**config.mk**
```make
export PLATFORM = sky130hd
export DESIGN_NAME = opb_rr_arbiter_flat
export DESIGN_NICKNAME = d
export VERILOG_FILES = /design/src/rtl/opb_arb_pkg.sv /design/src/rtl/opb_rr_arbiter_if.sv /design/src/rtl/opb_rr_priority_enc.sv /design/src/rtl/opb_rr_arbiter.sv /design/src/flat_wrapper.sv
export SDC_FILE = /design/constraint.sdc
export NUM_CORES = 1
export LEC_CHECK = 0
export BUFFER_PORTS_ARGS = -buffer_cell sky130_fd_sc_hd__buf_4
export CAP_MARGIN = 20
export CORE_UTILIZATION = 51
export DETAILED_ROUTE_END_ITERATION = 10
export PLACE_DENSITY = 0.86
export SETUP_SLACK_MARGIN = 0.1
export SYNTH_ARGS = -nofsm -noshare
export SYNTH_HDL_FRONTEND = slang
export SYNTH_HIERARCHICAL = 1
export SYNTH_SLANG_ARGS = --single-unit
```
**constraint.sdc**
```tcl
create_clock -name OPB_Clk -period 2.44 [get_ports OPB_Clk]
set_input_delay 0.732 -clock OPB_Clk [delete_from_list [all_inputs] [get_ports OPB_Clk]]
set_output_delay 0.732 -clock OPB_Clk [all_outputs]
set_load 0.02 [all_outputs]
```
**src/rtl/opb_arb_pkg.sv**
```systemverilog
// Shared types and constants for the OPB round-robin arbiter.
// Pure declarations; no logic, no latency, no flow control.
package opb_arb_pkg;

   typedef enum logic [1:0] {
      ST_IDLE  = 2'd0,
      ST_GRANT = 2'd1,
      ST_BUSY  = 2'd2
   } arb_state_t;

   localparam int CNT_W = 8;

   // Index width for n masters; never narrower than one bit.
   function automatic int clog2(input int n);
      int r;
      r = 1;
      for (int i = 1; i < 31; i++) begin
         if ((1 << i) < n) r = i + 1;
      end
      return r;
   endfunction

endpackage

```
**src/rtl/opb_rr_arbiter_if.sv**
```systemverilog
// OPB arbitration signal bundle: master requests and slave responses in, grant and status out.
// slave modport faces the arbiter; master modport faces the bus side that drives requests.
interface opb_rr_arbiter_if import opb_arb_pkg::*; #(
   parameter int C_NUM_MASTERS = 4
) ();
   localparam int OW = clog2(C_NUM_MASTERS);

   logic [0:C_NUM_MASTERS-1] M_request;
   logic [0:C_NUM_MASTERS-1] M_busLock;
   logic                     OPB_select;
   logic                     Sl_xferAck;
   logic                     Sl_retry;
   logic                     Sl_errAck;
   logic                     Sl_toutSup;
   logic [0:C_NUM_MASTERS-1] OPB_MGrant;
   logic                     OPB_timeout;
   logic [OW-1:0]            Arb_owner;
   logic                     Arb_busy;

   modport slave (
      input  M_request, M_busLock, OPB_select,
      input  Sl_xferAck, Sl_retry, Sl_errAck, Sl_toutSup,
      output OPB_MGrant, OPB_timeout, Arb_owner, Arb_busy
   );

   modport master (
      output M_request, M_busLock, OPB_select,
      output Sl_xferAck, Sl_retry, Sl_errAck, Sl_toutSup,
      input  OPB_MGrant, OPB_timeout, Arb_owner, Arb_busy
   );
endinterface

```
**src/rtl/opb_rr_priority_enc.sv**
```systemverilog
// Rotate-and-find-first: first set request at or after ptr, wrapping past the top index.
// Purely combinational; no flow control.
module opb_rr_priority_enc import opb_arb_pkg::*; #(
   parameter int N = 4,
   localparam int OW = clog2(N)
) (
   input  logic [0:N-1]  req,
   input  logic [OW-1:0] ptr,
   output logic [OW-1:0] idx,
   output logic          vld
);

   always_comb begin
      idx = '0;
      vld = 1'b0;
      for (int i = 0; i < N; i++) begin : g_scan
         int j;
         j = int'(ptr) + i;
         if (j >= N) j = j - N;
         if (!vld && req[j]) begin
            idx = OW'(j);
            vld = 1'b1;
         end
      end
   end

endmodule

```
**src/rtl/opb_rr_arbiter.sv**
```systemverilog
// OPB bus arbiter: round-robin grant, bus-lock retention and bus-timeout detection.
// Grant appears one cycle after a request is seen in IDLE; slaves stall via Sl_toutSup.
module opb_rr_arbiter import opb_arb_pkg::*; #(
   parameter int C_NUM_MASTERS = 4,
   parameter int C_TOUT_CYCLES = 16
) (
   input logic          OPB_Clk,
   input logic          OPB_Rst,
   opb_rr_arbiter_if.slave bus
);

   localparam int             OW        = clog2(C_NUM_MASTERS);
   localparam logic [OW-1:0]  LAST_IDX  = OW'(C_NUM_MASTERS - 1);
   localparam logic [CNT_W-1:0] TOUT_LAST = CNT_W'(C_TOUT_CYCLES - 1);
   localparam logic [CNT_W-1:0] CNT_MAX   = '1;

   arb_state_t       state_q, state_d;
   logic [OW-1:0]    owner_q, owner_d;
   logic [OW-1:0]    ptr_q, ptr_d;
   logic [CNT_W-1:0] cnt_q, cnt_d;
   logic             tout_q, tout_d;

   logic [OW-1:0]    win_idx;
   logic             win_vld;
   logic             any_resp;
   logic [OW-1:0]    owner_inc;

   opb_rr_priority_enc #(.N(C_NUM_MASTERS)) u_prio (
      .req (bus.M_request),
      .ptr (ptr_q),
      .idx (win_idx),
      .vld (win_vld)
   );

   assign any_resp  = bus.Sl_xferAck | bus.Sl_retry | bus.Sl_errAck;
   assign owner_inc = (owner_q == LAST_IDX) ? '0 : owner_q + OW'(1);

   always_ff @(posedge OPB_Clk) begin
      if (OPB_Rst) begin
         state_q <= ST_IDLE;
         owner_q <= '0;
         ptr_q   <= '0;
         cnt_q   <= '0;
         tout_q  <= 1'b0;
      end else begin
         state_q <= state_d;
         owner_q <= owner_d;
         ptr_q   <= ptr_d;
         cnt_q   <= cnt_d;
         tout_q  <= tout_d;
      end
   end

   // Counter is only ever non-zero while a transfer is in BUSY.
   always_comb begin
      state_d = state_q;
      owner_d = owner_q;
      ptr_d   = ptr_q;
      cnt_d   = '0;
      tout_d  = 1'b0;
      case (state_q)
         ST_IDLE: begin
            if (win_vld) begin
               state_d = ST_GRANT;
               owner_d = win_idx;
            end
         end
         ST_GRANT: begin
            if (bus.OPB_select) begin
               state_d = ST_BUSY;
            end else if (!bus.M_request[owner_q]) begin
               state_d = ST_IDLE;
            end
         end
         ST_BUSY: begin
            if (any_resp) begin
               if (bus.M_busLock[owner_q] && bus.M_request[owner_q]) begin
                  state_d = ST_GRANT;
               end else begin
                  state_d = ST_IDLE;
                  ptr_d   = owner_inc;
               end
            end else if (!bus.OPB_select) begin
               state_d = ST_IDLE;
               ptr_d   = owner_inc;
            end else if (!bus.Sl_toutSup && cnt_q == TOUT_LAST) begin
               state_d = ST_IDLE;
               ptr_d   = owner_inc;
               tout_d  = 1'b1;
            end else if (!bus.Sl_toutSup) begin
               cnt_d = (cnt_q == CNT_MAX) ? cnt_q : cnt_q + CNT_W'(1);
            end
         end
         default: begin
            state_d = ST_IDLE;
         end
      endcase
   end

   always_comb begin
      bus.OPB_MGrant  = '0;
      for (int i = 0; i < C_NUM_MASTERS; i++) begin
         bus.OPB_MGrant[i] = (state_q != ST_IDLE) && (owner_q == OW'(i));
      end
      bus.OPB_timeout = tout_q;
      bus.Arb_owner   = owner_q;
      bus.Arb_busy    = (state_q != ST_IDLE);
   end

endmodule

```
**src/flat_wrapper.sv**
```systemverilog
// flat-port wrapper written by rule: the top's interface ports become plain ports
module opb_rr_arbiter_flat import opb_arb_pkg::*;
#(
   parameter int C_NUM_MASTERS = 4,
   parameter int C_TOUT_CYCLES = 16
)
  (OPB_Clk, OPB_Rst, bus_M_request, bus_M_busLock, bus_OPB_select, bus_Sl_xferAck, bus_Sl_retry, bus_Sl_errAck, bus_Sl_toutSup, bus_OPB_MGrant, bus_OPB_timeout, bus_Arb_owner, bus_Arb_busy);
  opb_rr_arbiter_if #(.C_NUM_MASTERS(C_NUM_MASTERS)) bus_i ();
  input logic OPB_Clk;
  input logic OPB_Rst;
  input wire logic [$bits(bus_i.M_request)-1:0] bus_M_request;
  input wire logic [$bits(bus_i.M_busLock)-1:0] bus_M_busLock;
  input wire logic [$bits(bus_i.OPB_select)-1:0] bus_OPB_select;
  input wire logic [$bits(bus_i.Sl_xferAck)-1:0] bus_Sl_xferAck;
  input wire logic [$bits(bus_i.Sl_retry)-1:0] bus_Sl_retry;
  input wire logic [$bits(bus_i.Sl_errAck)-1:0] bus_Sl_errAck;
  input wire logic [$bits(bus_i.Sl_toutSup)-1:0] bus_Sl_toutSup;
  output wire logic [$bits(bus_i.OPB_MGrant)-1:0] bus_OPB_MGrant;
  output wire logic [$bits(bus_i.OPB_timeout)-1:0] bus_OPB_timeout;
  output wire logic [$bits(bus_i.Arb_owner)-1:0] bus_Arb_owner;
  output wire logic [$bits(bus_i.Arb_busy)-1:0] bus_Arb_busy;
  assign bus_i.M_request = bus_M_request;
  assign bus_i.M_busLock = bus_M_busLock;
  assign bus_i.OPB_select = bus_OPB_select;
  assign bus_i.Sl_xferAck = bus_Sl_xferAck;
  assign bus_i.Sl_retry = bus_Sl_retry;
  assign bus_i.Sl_errAck = bus_Sl_errAck;
  assign bus_i.Sl_toutSup = bus_Sl_toutSup;
  assign bus_OPB_MGrant = bus_i.OPB_MGrant;
  assign bus_OPB_timeout = bus_i.OPB_timeout;
  assign bus_Arb_owner = bus_i.Arb_owner;
  assign bus_Arb_busy = bus_i.Arb_busy;
  opb_rr_arbiter #(.C_NUM_MASTERS(C_NUM_MASTERS), .C_TOUT_CYCLES(C_TOUT_CYCLES)) u_core (.OPB_Clk(OPB_Clk), .OPB_Rst(OPB_Rst), .bus(bus_i));
endmodule
```
-- Word-level counts from Yosys, hierarchy flattened
Cells that the tools add are included.
- word-level logic and storage cells: 109
- output and inout bits: 8
- register bits: 15
- bitwise gates (word level): 9
- mux-type cells: 44
- reduce and logical (&&, ||, !) cells: 21
- equality and inequality tests: 12
- add/subtract/negate cells: 9
- $lt $le $gt $ge: 9
- operators with widths (operator ; number):
    32-bit by 3-bit greater-or-equal comparator with 1-bit output (second input constant) ; 4
    32-bit two-way mux ; 4
    32-bit inverter ; 4
    2-bit two-way mux ; 15
    1-bit two-way mux ; 18
    1-bit binary-select mux with 2-bit select ; 6
    3-bit greater-or-equal comparator (second input constant) ; 4
    3-bit by 3-bit subtractor with 4-bit output (second input constant) ; 3
    1-bit logical AND ; 9
    8-bit by 1-bit adder with 8-bit output (second input constant) ; 1
    8-bit by 4-bit == test with 1-bit output (second input constant) ; 1
    8-bit == test (second input constant) ; 1
    2-bit by 2-bit adder with 3-bit output (second input constant) ; 2
    2-bit == test (second input constant) ; 3
    2-bit one-hot mux with 3 select lines ; 1
    3-bit AND reduction ; 2
    6-bit OR reduction ; 1
    2-bit by 1-bit == test with 1-bit output (second input constant) ; 2
    1-bit logical NOT ; 4
    2-bit logical NOT ; 2
    2-bit != test (second input constant) ; 2
    4-bit by 2-bit != test with 1-bit output (second input constant) ; 1
    4-bit OR reduction ; 1
    2-bit by 3-bit subtractor with 4-bit output (second input constant) ; 1
    10 further kinds ; 12

-- Logic depth before layout (Yosys ltp)
Gate-level depths: netlist (run 1).
- depth in word-level cells: 18
- mapped depth: 7

-- Modules after synthesis
Netlist (run 1), hierarchy kept.
- modules (own cells, without submodules) (module ; cells an instance ; sequential area each (µm²) ; area an instance (µm²) ; times used):
    opb_rr_arbiter ; 100 ; 300.3 ; 857.1 ; 1
    opb_rr_priority_enc ; 15 ; 0.0 ; 77.6 ; 1

-- Worst setup path after synthesis (run 1)
No wires, ideal clock.
- path kind: input to register
- start point: input bus_Sl_retry
- end point: register u_core.cnt_q[2]
- stages on the path: 5
- data arrival time: 1.980 ns
- library setup time: 0.078 ns
- setup slack: 0.382 ns
- cells stage by stage: nor3_1 > nand3_1 > or4_1 > clkbuf_1 > nor3_1
- cells in the longest elaborated chain, start to end: 3
- ends and longest elaborated chain (item ; RTL line ; RTL):
    start, declared ; flat_wrapper.sv:15 ; input wire logic [$bits(bus_i.Sl_retry)-1:0] bus_Sl_retry;
    1-bit bitwise OR (2 in a row) ; opb_rr_arbiter.sv:35 ; assign any_resp = bus.Sl_xferAck | bus.Sl_retry | bus.Sl_errAck;
    6-bit OR reduction (no line) ; n/a ;
    end signal, assigned ; opb_rr_arbiter.sv:49 ; cnt_q <= cnt_d;
    end, declared ; opb_rr_arbiter.sv:20 ; logic [CNT_W-1:0] cnt_q, cnt_d;
Every way passes these cells.
A chain may end at the register's enable or synchronous reset.

-- Worst setup path in the final report (run 1)
- start point: register u_core.owner_q[0] (netlist: u_core/bus.Arb_owner[0])
- end point: output bus_OPB_MGrant[3]
- cells in the longest elaborated chain, start to end: 2
- ends and longest elaborated chain (item ; RTL line ; RTL):
    start, declared ; opb_rr_arbiter.sv:18 ; logic [OW-1:0] owner_q, owner_d;
    start signal, assigned ; opb_rr_arbiter.sv:47 ; owner_q <= owner_d;
    2-bit logical NOT ; opb_rr_arbiter.sv:103 ; bus.OPB_MGrant[i] = (state_q != ST_IDLE) && (owner_q == OW'(i));
    1-bit logical AND ; opb_rr_arbiter.sv:103 ;
    end, declared ; flat_wrapper.sv:18 ; output wire logic [$bits(bus_i.OPB_MGrant)-1:0] bus_OPB_MGrant;
Every way passes these cells.

==> results of run 1 <==
-- metrics by stage --
step	power (mW)	cell area (sq um)	hold WS, ps
after floorplan	0.3226	934.6	469.7
after global placement	0.3656	1106	487.9
after detailed placement	0.3694	1106	499.6
after CTS	0.5045	1132	510.6
after global routing	0.5276	1132	548.1
final	0.4985	1132	508.8
-- power groups by stage --
| stage | Sequential [mW] | Combinational, mW | Clock [mW] |
|---|---|---|---|
| 2_1_floorplan | 0.266 | 0.0571 | 0 |
| 3_3_place_gp | 0.264 | 0.101 | 0 |
| 3_5_place_dp | 0.265 | 0.105 | 0 |
| 4_1_cts | 0.259 | 0.105 | 0.141 |
| 5_1_grt | 0.260 | 0.115 | 0.153 |
| 6_report | 0.259 | 0.105 | 0.135 |
-- layout make-up --
| cell class | instances | area, sq um | area share, % |
|---|---|---|---|
| clock buffer | 4 | 26.28 | 2.320 |
| inverter | 10 | 37.54 | 3.315 |
| multi-input combinational | 86 | 564.3 | 49.83 |
| sequential | 15 | 300.3 | 26.52 |
| tap | 25 | 31.28 | 2.762 |
| timing repair buffer | 23 | 172.7 | 15.25 |
-- synthesized netlist by cell type (all sizes together) (3+ instances only) --
| cell type | instances | area (sq um) |
|---|---|---|
| a21oi | 10 | 50.05 |
| a31oi | 3 | 18.77 |
| clkbuf | 3 | 21.27 |
| dfxtp | 15 | 300.3 |
| ha | 5 | 62.56 |
| inv | 10 | 37.53 |
| nand2 | 11 | 41.29 |
| nand3 | 8 | 40.04 |
| nor2 | 10 | 37.54 |
| nor2b | 6 | 37.54 |
| nor3 | 5 | 25.02 |
| o21ai | 4 | 20.02 |
-- critical path, stage by stage, from the launching register on --
cell and delay [ps]:
dfxtp_1 460, inv_1 130, ha_1 200, nor2b_1 120, buf_4 180
-- state kept, by name (all words and copies together) (netlist names) --
name	count
u_core/cnt_q	8
u_core/state_q	2
u_core/bus.Arb_owner	2
u_core/ptr_q	2
u_core/bus.OPB_timeout	1
-- logic make-up (layout without fill, tap and decap cells) --
family          after synthesis  after routing  share of synthesized area, %
buf+inv                      14             37                         7.496
simple gates                 53             53                         31.06
xor+xnor                      3              3                         2.812
flops                        15             15                         32.13
fa+ha+maj                     5              5                         6.693
mux                           2              2                         4.819
compound gates               23             23                         14.99
-- per-layer routing --
metal  track usage [%]  vias to the layer above  routed length (um)
met5                 0                        -                   0
met4             7.273                        0                  17
met3             3.600                        4                  71
met2             42.06                       20                1037
met1             23.19                      419                 860
li1                  -                      456                   -
-- worst max path at each step --
stage          slack [ps]                     from                end
2_1_floorplan         380             bus_Sl_retry    u_core/cnt_q[2]
3_3_place_gp          280             bus_Sl_retry    u_core/cnt_q[3]
3_5_place_dp          200             bus_Sl_retry    u_core/cnt_q[3]
4_1_cts               330  u_core/bus.Arb_owner[0]  bus_OPB_MGrant[3]
5_1_grt               220        u_core/state_q[1]  bus_OPB_MGrant[2]
6_report              340  u_core/bus.Arb_owner[0]  bus_OPB_MGrant[3]
==> results.json, run 1 <==
{
  "fp.dieH_um": 44.81,
  "p_leak_nw": 0.4688,
  "rsz0062_at_grt": "no",
  "fillers": 167,
  "wl_um": 1987,
  "skew_ps": 3.243,
  "dp_cells": 159,
  "avgViaCountPerCell": 5.515,
  "finalWorstSetupSlack_ps": 342.9,
  "tightest_slew_ps": 543.6,
  "clk_path_buf_depth": 2,
  "synth_flop_cell": "dfxtp_1",
  "yosysWarningCount": 6,
  "cts.root.buffer_cell": "clkbuf_4",
  "swShare_pct": 26.79,
  "avgRoutedWirePerCell_um": 12.19,
  "grt_pass1_vias": 812,
  "seq_power_share_pct": 51.9,
  "reg2reg_to": "u_core/ptr_q[0]",
  "min_period_ps": 2097,
  "rr_worst_depth": 6,
  "layout_commonest_cell": "buf_4",
  "post_cts_buffers": 0,
  "ys_ff_latch": 15,
  "clkPwrFrac_pct": 27.1,
  "vias": 899,
  "p_switching_mw": 0.1335,
  "async_flop_share_pct": 0,
  "slew_headroom_pct": 63.63,
  "grt_max_degree": 11,
  "syn_to_final_growth_pct": 21.15,
  "antenna_left": 0,
  "cp-start-kind": "flop",
  "power.density_mw_per_mm2": 440.2,
  "ys_seq_area_share_pct": 32.13,
  "grt_usage_pct": 21.58,
  "post-route-period-util_pct": 85.95,
  "final_cell_mix": "buf_4, dfxtp_1, nand2_1, nor2_1, a21oi_1",
  "final_util_pct": 65.58,
  "post-place-ws_ps": 200.5,
  "r2r_start": "u_core/cnt_q[0]",
  "grt_pass1_wl_um": 3187,
  "fin_nets": 159,
  "avgSynthCellArea_sq_um": 8.127,
  "antenna_found_initial": 0,
  "ys_types": 33,
  "cp_max_fo": 7,
  "fin_cells": 163,
  "maxSlewViolCount": 0,
  "drc": 0,
  "syn_area_sq_um": 934.6,
  "worstHoldStart": "u_core/cnt_q[1]",
  "clkLatencyLatePin_ps": 280,
  "start_util_pct": 54.13,
  "reg2reg_slack_ps": 490,
  "peakVddDrop_mv": 0.3151,
  "cts_tree": "done",
  "dieArea_sq_mm": 0.002008,
  "numClockSinks": 15,
  "clk_pin_slew_ps": 80,
  "hp-class": "flop to flop",
  "h-tree-depth": 1,
  "core_area_sq_mm": 0.001727,
  "rows": 15,
  "drtPass1Iterations": 4,
  "crit_required_ps": 1710,
  "hold_end": "u_core/cnt_q[1]",
  "first_iter_violations": 18,
  "hold_viol": 0,
  "io_buffer_count": 22,
  "finalSetupViolations": 0,
  "maxCapViolations": 0,
  "dp_hpwl_um": 1576,
  "ios": 23,
  "final.setup.tns_ps": 0,
  "syn-num-nets": 135,
  "die_w_um": 44.81,
  "crit_type": "flop to primary output",
  "crit_path_end_kind": "primary output",
  "worstPathArrival_ps": 1370,
  "cts_hold_buf": 0,
  "drive_gt1_share_pct": 23.91,
  "cts-buffers-inserted": 3,
  "gp_congestion": 0.8258,
  "synth_edf_count": 0,
  "timing.fmax_mhz": 476.8,
  "combPwrFrac_pct": 21.0,
  "ctsResizeCount": 0,
  "syn_inst": 115,
  "status": "complete, no violations",
  "overflow": 0,
  "intPower_mw": 0.3649,
  "num_antenna_cells": 0,
  "hold_depth": 2
}
No activity file was read; power rests on OpenSTA's default activity.
==> run 2: changes to the inputs <==
--- a/config.mk
+++ b/config.mk
@@ -5,11 +5,12 @@
 export SDC_FILE = /design/constraint.sdc
 export NUM_CORES = 1
 export LEC_CHECK = 0
-export BUFFER_PORTS_ARGS = -buffer_cell sky130_fd_sc_hd__buf_4
+export BUFFER_PORTS_ARGS = -buffer_cell sky130_fd_sc_hd__buf_2
 export CAP_MARGIN = 20
 export CORE_UTILIZATION = 51
 export DETAILED_ROUTE_END_ITERATION = 10
 export PLACE_DENSITY = 0.86
+export REMOVE_ABC_BUFFERS = 1
 export SETUP_SLACK_MARGIN = 0.1
 export SYNTH_ARGS = -nofsm -noshare
 export SYNTH_HDL_FRONTEND = slang
==> constraint.sdc (replaced) <==
create_clock -name OPB_Clk -period 2.44 [get_ports OPB_Clk]
set_input_delay 0.122 -clock OPB_Clk [delete_from_list [all_inputs] [get_ports OPB_Clk]]
set_output_delay 0.122 -clock OPB_Clk [all_outputs]
set_load 0.02 [all_outputs]
==> run 2 against run 1 <==
Effect of this change: sequential share of layout area rose by 1.5 points; fmax rose by 6.8%; hold slack got worse by 390 ps; via count fell by 0.22%; register-to-register slack barely moved; critical path type is now flop to flop; largest power group unchanged.
==> results.json, run 2 (same netlist as run 1, synthesis figures left out) <==
{
  "timing.fmax_mhz": 509.2,
  "maxCapViolations": 0,
  "overflow": 0,
  "drtPass1Iterations": 6,
  "cts.root.buffer_cell": "clkbuf_4",
  "crit_required_ps": 2670,
  "cts_hold_buf": 0,
  "final_util_pct": 62.03,
  "path_buf_inv": 0,
  "hold_viol": 0,
  "io_buffer_count": 22,
  "fp.dieH_um": 44.81,
  "power.density_mw_per_mm2": 460.6,
  "crit_path_end_kind": "flop",
  "final.setup.tns_ps": 0,
  "die_w_um": 44.81,
  "grt_pass1_wl_um": 3118,
  "start_util_pct": 54.13,
  "cts_tree": "done",
  "cp_cell_sequence": "ha_1 -> nor4b_2 -> nand4_1 -> and3_4 -> or4_1 -> a21oi_1",
  "tightest_slew_ps": 492.8,
  "clk_path_buf_depth": 2,
  "cp-start-kind": "flop",
  "first_iter_violations": 21,
  "ios": 23,
  "antenna_found_initial": 0,
  "min_period_ps": 1964,
  "core_area_sq_mm": 0.001727,
  "avgViaCountPerCell": 5.537,
  "grt_max_degree": 11,
  "drive_gt1_share_pct": 24.09,
  "worstPathArrival_ps": 2190,
  "status": "complete, no violations",
  "gp_congestion": 0.8314,
  "finalSetupViolations": 0,
  "drc": 0,
  "rows": 15,
  "antenna_left": 0,
  "fin_nets": 158,
  "syn_to_final_growth_pct": 14.59,
  "hp-class": "input pin to flop",
  "cpPeakStageDelay_ps": 470,
  "top_register": "u_core/cnt_q",
  "cts-buffers-inserted": 3,
  "post_cts_buffers": 0,
  "wl_um": 1937,
  "post-route-period-util_pct": 80.49,
  "clkLatencyLatePin_ps": 290,
  "skew_ps": 12.83,
  "h-tree-depth": 1,
  "numClockSinks": 15,
  "layout_commonest_cell": "buf_2",
  "final_cell_mix": "buf_2, dfxtp_1, nand2_1, nor2_1, a21oi_1",
  "worst_path_dominant_cell_family": "simple AND/OR/NAND/NOR gates",
  "slew_headroom_pct": 67.02,
  "maxSlewViolCount": 0,
  "avgRoutedWirePerCell_um": 11.96,
  "rsz0062_at_grt": "no",
  "dieArea_sq_mm": 0.002008,
  "grt_pass1_vias": 774,
  "clk_pin_slew_ps": 100,
  "peakVddDrop_mv": 0.3177,
  "vias": 897,
  "crit_type": "flop to flop",
  "p_leak_nw": 0.4533,
  "largest_reg_flops": 8,
  "grt_usage_pct": 21.40,
  "slowest_stage": "or4_1",
  "dp_hpwl_um": 1473,
  "ctsResizeCount": 0,
  "num_antenna_cells": 0,
  "cp_max_fo": 4
}
==> run 2: changes by cell type in the layout (fill, tap and decap cells not counted), sizes merged <==
cell,change
clkbuf,-1
buf,-1
clkinv,+1
==> run 2: metal layers <==
layer	up-vias	wire, um	GRT usage, %
li1	457	-	-
met1	411	902	25.94
met2	27	930	33.82
met3	2	88	5.600
met4	0	16	13.33
met5	-	0	0
==> run 2: report_power, final <==
part / switching, mW / internal, mW / total, mW / leakage (nW)
registers: 0.00820 / 0.251 / 0.259 / 0.121
logic: 0.0517 / 0.0388 / 0.0905 / 0.314
clock network: 0.0827 / 0.0609 / 0.144 / 0.0177
==> run 2: final timing paths <==
check | startpoint | to | slack (ps) | depth (start not counted)
setup / recovery | u_core/cnt_q[0] | u_core/ptr_q[0] | 480 | 6
hold / removal | OPB_Rst | u_core/ptr_q[0] | 120 | 2
setup reg to reg | u_core/cnt_q[0] | u_core/ptr_q[0] | 480 | 6
hold reg to reg | u_core/cnt_q[1] | u_core/cnt_q[1] | 500 | 2
==> run 2: cell type report <==
type / instances / area (sq um)
Fill cell: 157 / 655.6
Multi-Input combinational cell: 86 / 564.3
Sequential cell: 15 / 300.3
Timing Repair Buffer: 22 / 110.1
Inverter: 10 / 37.54
Tap cell: 25 / 31.28
Clock buffer: 3 / 22.52
Clock inverter: 1 / 5.005
==> run 2: per-stage QoR <==
step	power, mW	area (sq um)	cells	hold slack, ps	setup WS (ps)
final	0.4933	1071	162	116.3	476.0
after global routing	0.5209	1071	162	111.3	374.8
after CTS	0.4985	1071	162	108.3	492.8
after detailed placement	0.3554	1044	158	424.4	528.7
after global placement	0.3527	1044	158	417.4	611.7
after floorplan	0.3192	902.1	111	191.1	675.4
==> run 3: changes to the inputs <==
--- a/config.mk
+++ b/config.mk
@@ -7,9 +7,9 @@
 export LEC_CHECK = 0
 export BUFFER_PORTS_ARGS = -buffer_cell sky130_fd_sc_hd__buf_2
 export CAP_MARGIN = 20
-export CORE_UTILIZATION = 51
+export CORE_UTILIZATION = 46
 export DETAILED_ROUTE_END_ITERATION = 10
-export PLACE_DENSITY = 0.86
+export PLACE_DENSITY = 0.82
 export REMOVE_ABC_BUFFERS = 1
 export SETUP_SLACK_MARGIN = 0.1
 export SYNTH_ARGS = -nofsm -noshare
==> constraint.sdc (replaced) <==
create_clock -name OPB_Clk -period 1.7 [get_ports OPB_Clk]
set_input_delay 0.085 -clock OPB_Clk [delete_from_list [all_inputs] [get_ports OPB_Clk]]
set_output_delay 0.085 -clock OPB_Clk [all_outputs]
set_load 0.02 [all_outputs]
==> run 3 against run 2 <==
Effect of this change: power grew 45%; die area grew 10%; worst setup slack lost 470 ps; critical path depth is the same; register-to-register slack lost 470 ps; sequential share of layout area shrank 3.6 points; flip-flop and latch count is the same; hold slack lost 23 ps; critical endpoint unchanged; clock power grew 37%; non-clock buffer count grew 15.
==> results.json, run 3 (same netlist as run 1, synthesis figures left out) <==
{
  "avgRoutedWirePerCell_um": 14.17,
  "numClockSinks": 15,
  "clkLatencyLatePin_ps": 280,
  "hp-class": "input pin to flop",
  "wl_um": 2508,
  "clk_pin_slew_ps": 80,
  "timing.fmax_mhz": 591.1,
  "antenna_left": 0,
  "power.density_mw_per_mm2": 575.5,
  "crit_path_end_kind": "flop",
  "top_register": "u_core/cnt_q",
  "multi_input_area_sq_um": 624.3,
  "syn_to_final_growth_pct": 33.33,
  "dp_hpwl_um": 1831,
  "drtPass1Iterations": 4,
  "dieArea_sq_mm": 0.002216,
  "core_area_sq_mm": 0.001821,
  "cp-start-kind": "flop",
  "rsz0062_at_grt": "yes",
  "status": "complete, no violations",
  "final_cell_mix": "buf_2, buf_4, dfxtp_1, nand2_1",
  "avgViaCountPerCell": 5.701,
  "p_leak_nw": 0.5307,
  "fin_nets": 173,
  "num_antenna_cells": 0,
  "antenna_found_initial": 0,
  "r2r_start": "u_core/cnt_q[0]",
  "overflow": 0,
  "start_util_pct": 51.34,
  "drc": 0,
  "layout_commonest_cell": "buf_2",
  "peakVddDrop_mv": 0.4697,
  "cts-buffers-inserted": 3,
  "drive_gt1_share_pct": 40.13,
  "clk_path_buf_depth": 2,
  "slew_headroom_pct": 68.22,
  "grt_pass1_wl_um": 3726,
  "post-route-period-util_pct": 99.51,
  "grt_usage_pct": 24.50,
  "first_iter_violations": 40,
  "crit_required_ps": 1910,
  "hold_viol": 0,
  "gp_congestion": 0.8384,
  "fillers": 148,
  "hold_depth": 2,
  "cts.root.buffer_cell": "clkbuf_4",
  "worstHoldStart": "OPB_Rst",
  "maxCapViolations": 0,
  "rows": 15,
  "cts_tree": "done",
  "final_util_pct": 68.45,
  "ios": 23,
  "finalSetupViolations": 0,
  "skew_ps": 2.336,
  "vias": 1009,
  "crit_type": "flop to flop",
  "worstPathArrival_ps": 1910,
  "fp.dieH_um": 47.08,
  "min_period_ps": 1692,
  "maxSlewViolCount": 0,
  "cp_max_fo": 3,
  "regArea_sq_um": 304.0,
  "p_total_mw": 0.7172,
  "hold_end": "u_core/bus.Arb_owner[1]",
  "grt_pass1_vias": 909,
  "h-tree-depth": 1,
  "grt_max_degree": 11,
  "io_buffer_count": 22,
  "die_w_um": 47.08,
  "tightest_slew_ps": 474.9,
  "reg2reg_slack_ps": 8,
  "largest_reg_flops": 8,
  "reg2reg_to": "u_core/ptr_q[0]",
  "rr_worst_depth": 6
}
==> run 3: metal layers <==
| layer | up-vias | routed length (um) | global-route usage [%] |
|---|---|---|---|
| met3 | 8 | 140 | 6.154 |
| met5 | - | 0 | 0 |
| li1 | 481 | - | - |
| met4 | 0 | 55 | 12.00 |
| met1 | 481 | 986 | 26.30 |
| met2 | 39 | 1326 | 44.44 |
==> run 3: area by class of cell <==
| class | count | area share, % |
|---|---|---|
| Multi-Input combinational cell | 86 | 50.10 |
| Sequential cell | 15 | 24.40 |
| Timing Repair Buffer | 37 | 17.87 |
| Inverter | 10 | 3.012 |
| Tap cell | 25 | 2.510 |
| Clock buffer | 4 | 2.108 |
==> run 3: power by group <==
group / leakage [nW] / switching, mW / internal, mW
registers: 0.123 / 0.00748 / 0.360
clock network: 0.0150 / 0.106 / 0.0910
logic: 0.393 / 0.0888 / 0.0634
==> run 3: critical path, cell delays in order, from the launching register on <==
cell	delay, ps
dfxtp_2	380
ha_4	140
nor4b_4	180
nand4_1	190
and3_4	200
or4_1	400
a21oi_1	140
==> run 3: repair_timing <==
item,CTS,global route
setup buffers,2,1
pin swaps,4,9
gates resized for setup,7,12
endpoints found under the setup margin,11,11
hold buffers,0,0
==> run 3: worst max path at each step <==
| stage | from | depth (start not counted) | endpoint |
|---|---|---|---|
| after floorplan | u_core/cnt_q[0] | 6 | u_core/ptr_q[0] |
| after global placement | u_core/cnt_q[0] | 6 | u_core/ptr_q[0] |
| after detailed placement | u_core/cnt_q[0] | 6 | u_core/ptr_q[0] |
| after CTS | u_core/cnt_q[1] | 6 | u_core/ptr_q[0] |
| after global routing | u_core/cnt_q[0] | 6 | u_core/ptr_q[0] |
| final | u_core/cnt_q[0] | 6 | u_core/ptr_q[0] |
==> run 3: metrics by stage <==
step                TNS [ps]  worst slack, ps  instances  hold slack (ps)  cell area, sq um
floorplan             -64.58           -64.58        111            154.1             902.1
global placement           0            24.22        170            375.2              1134
detailed placement    -174.6           -105.0        170            383.4              1134
CTS                        0            12.64        176            78.59              1194
global route          -107.0           -86.80        177            90.36              1246
finish                     0            8.337        177            93.51              1246
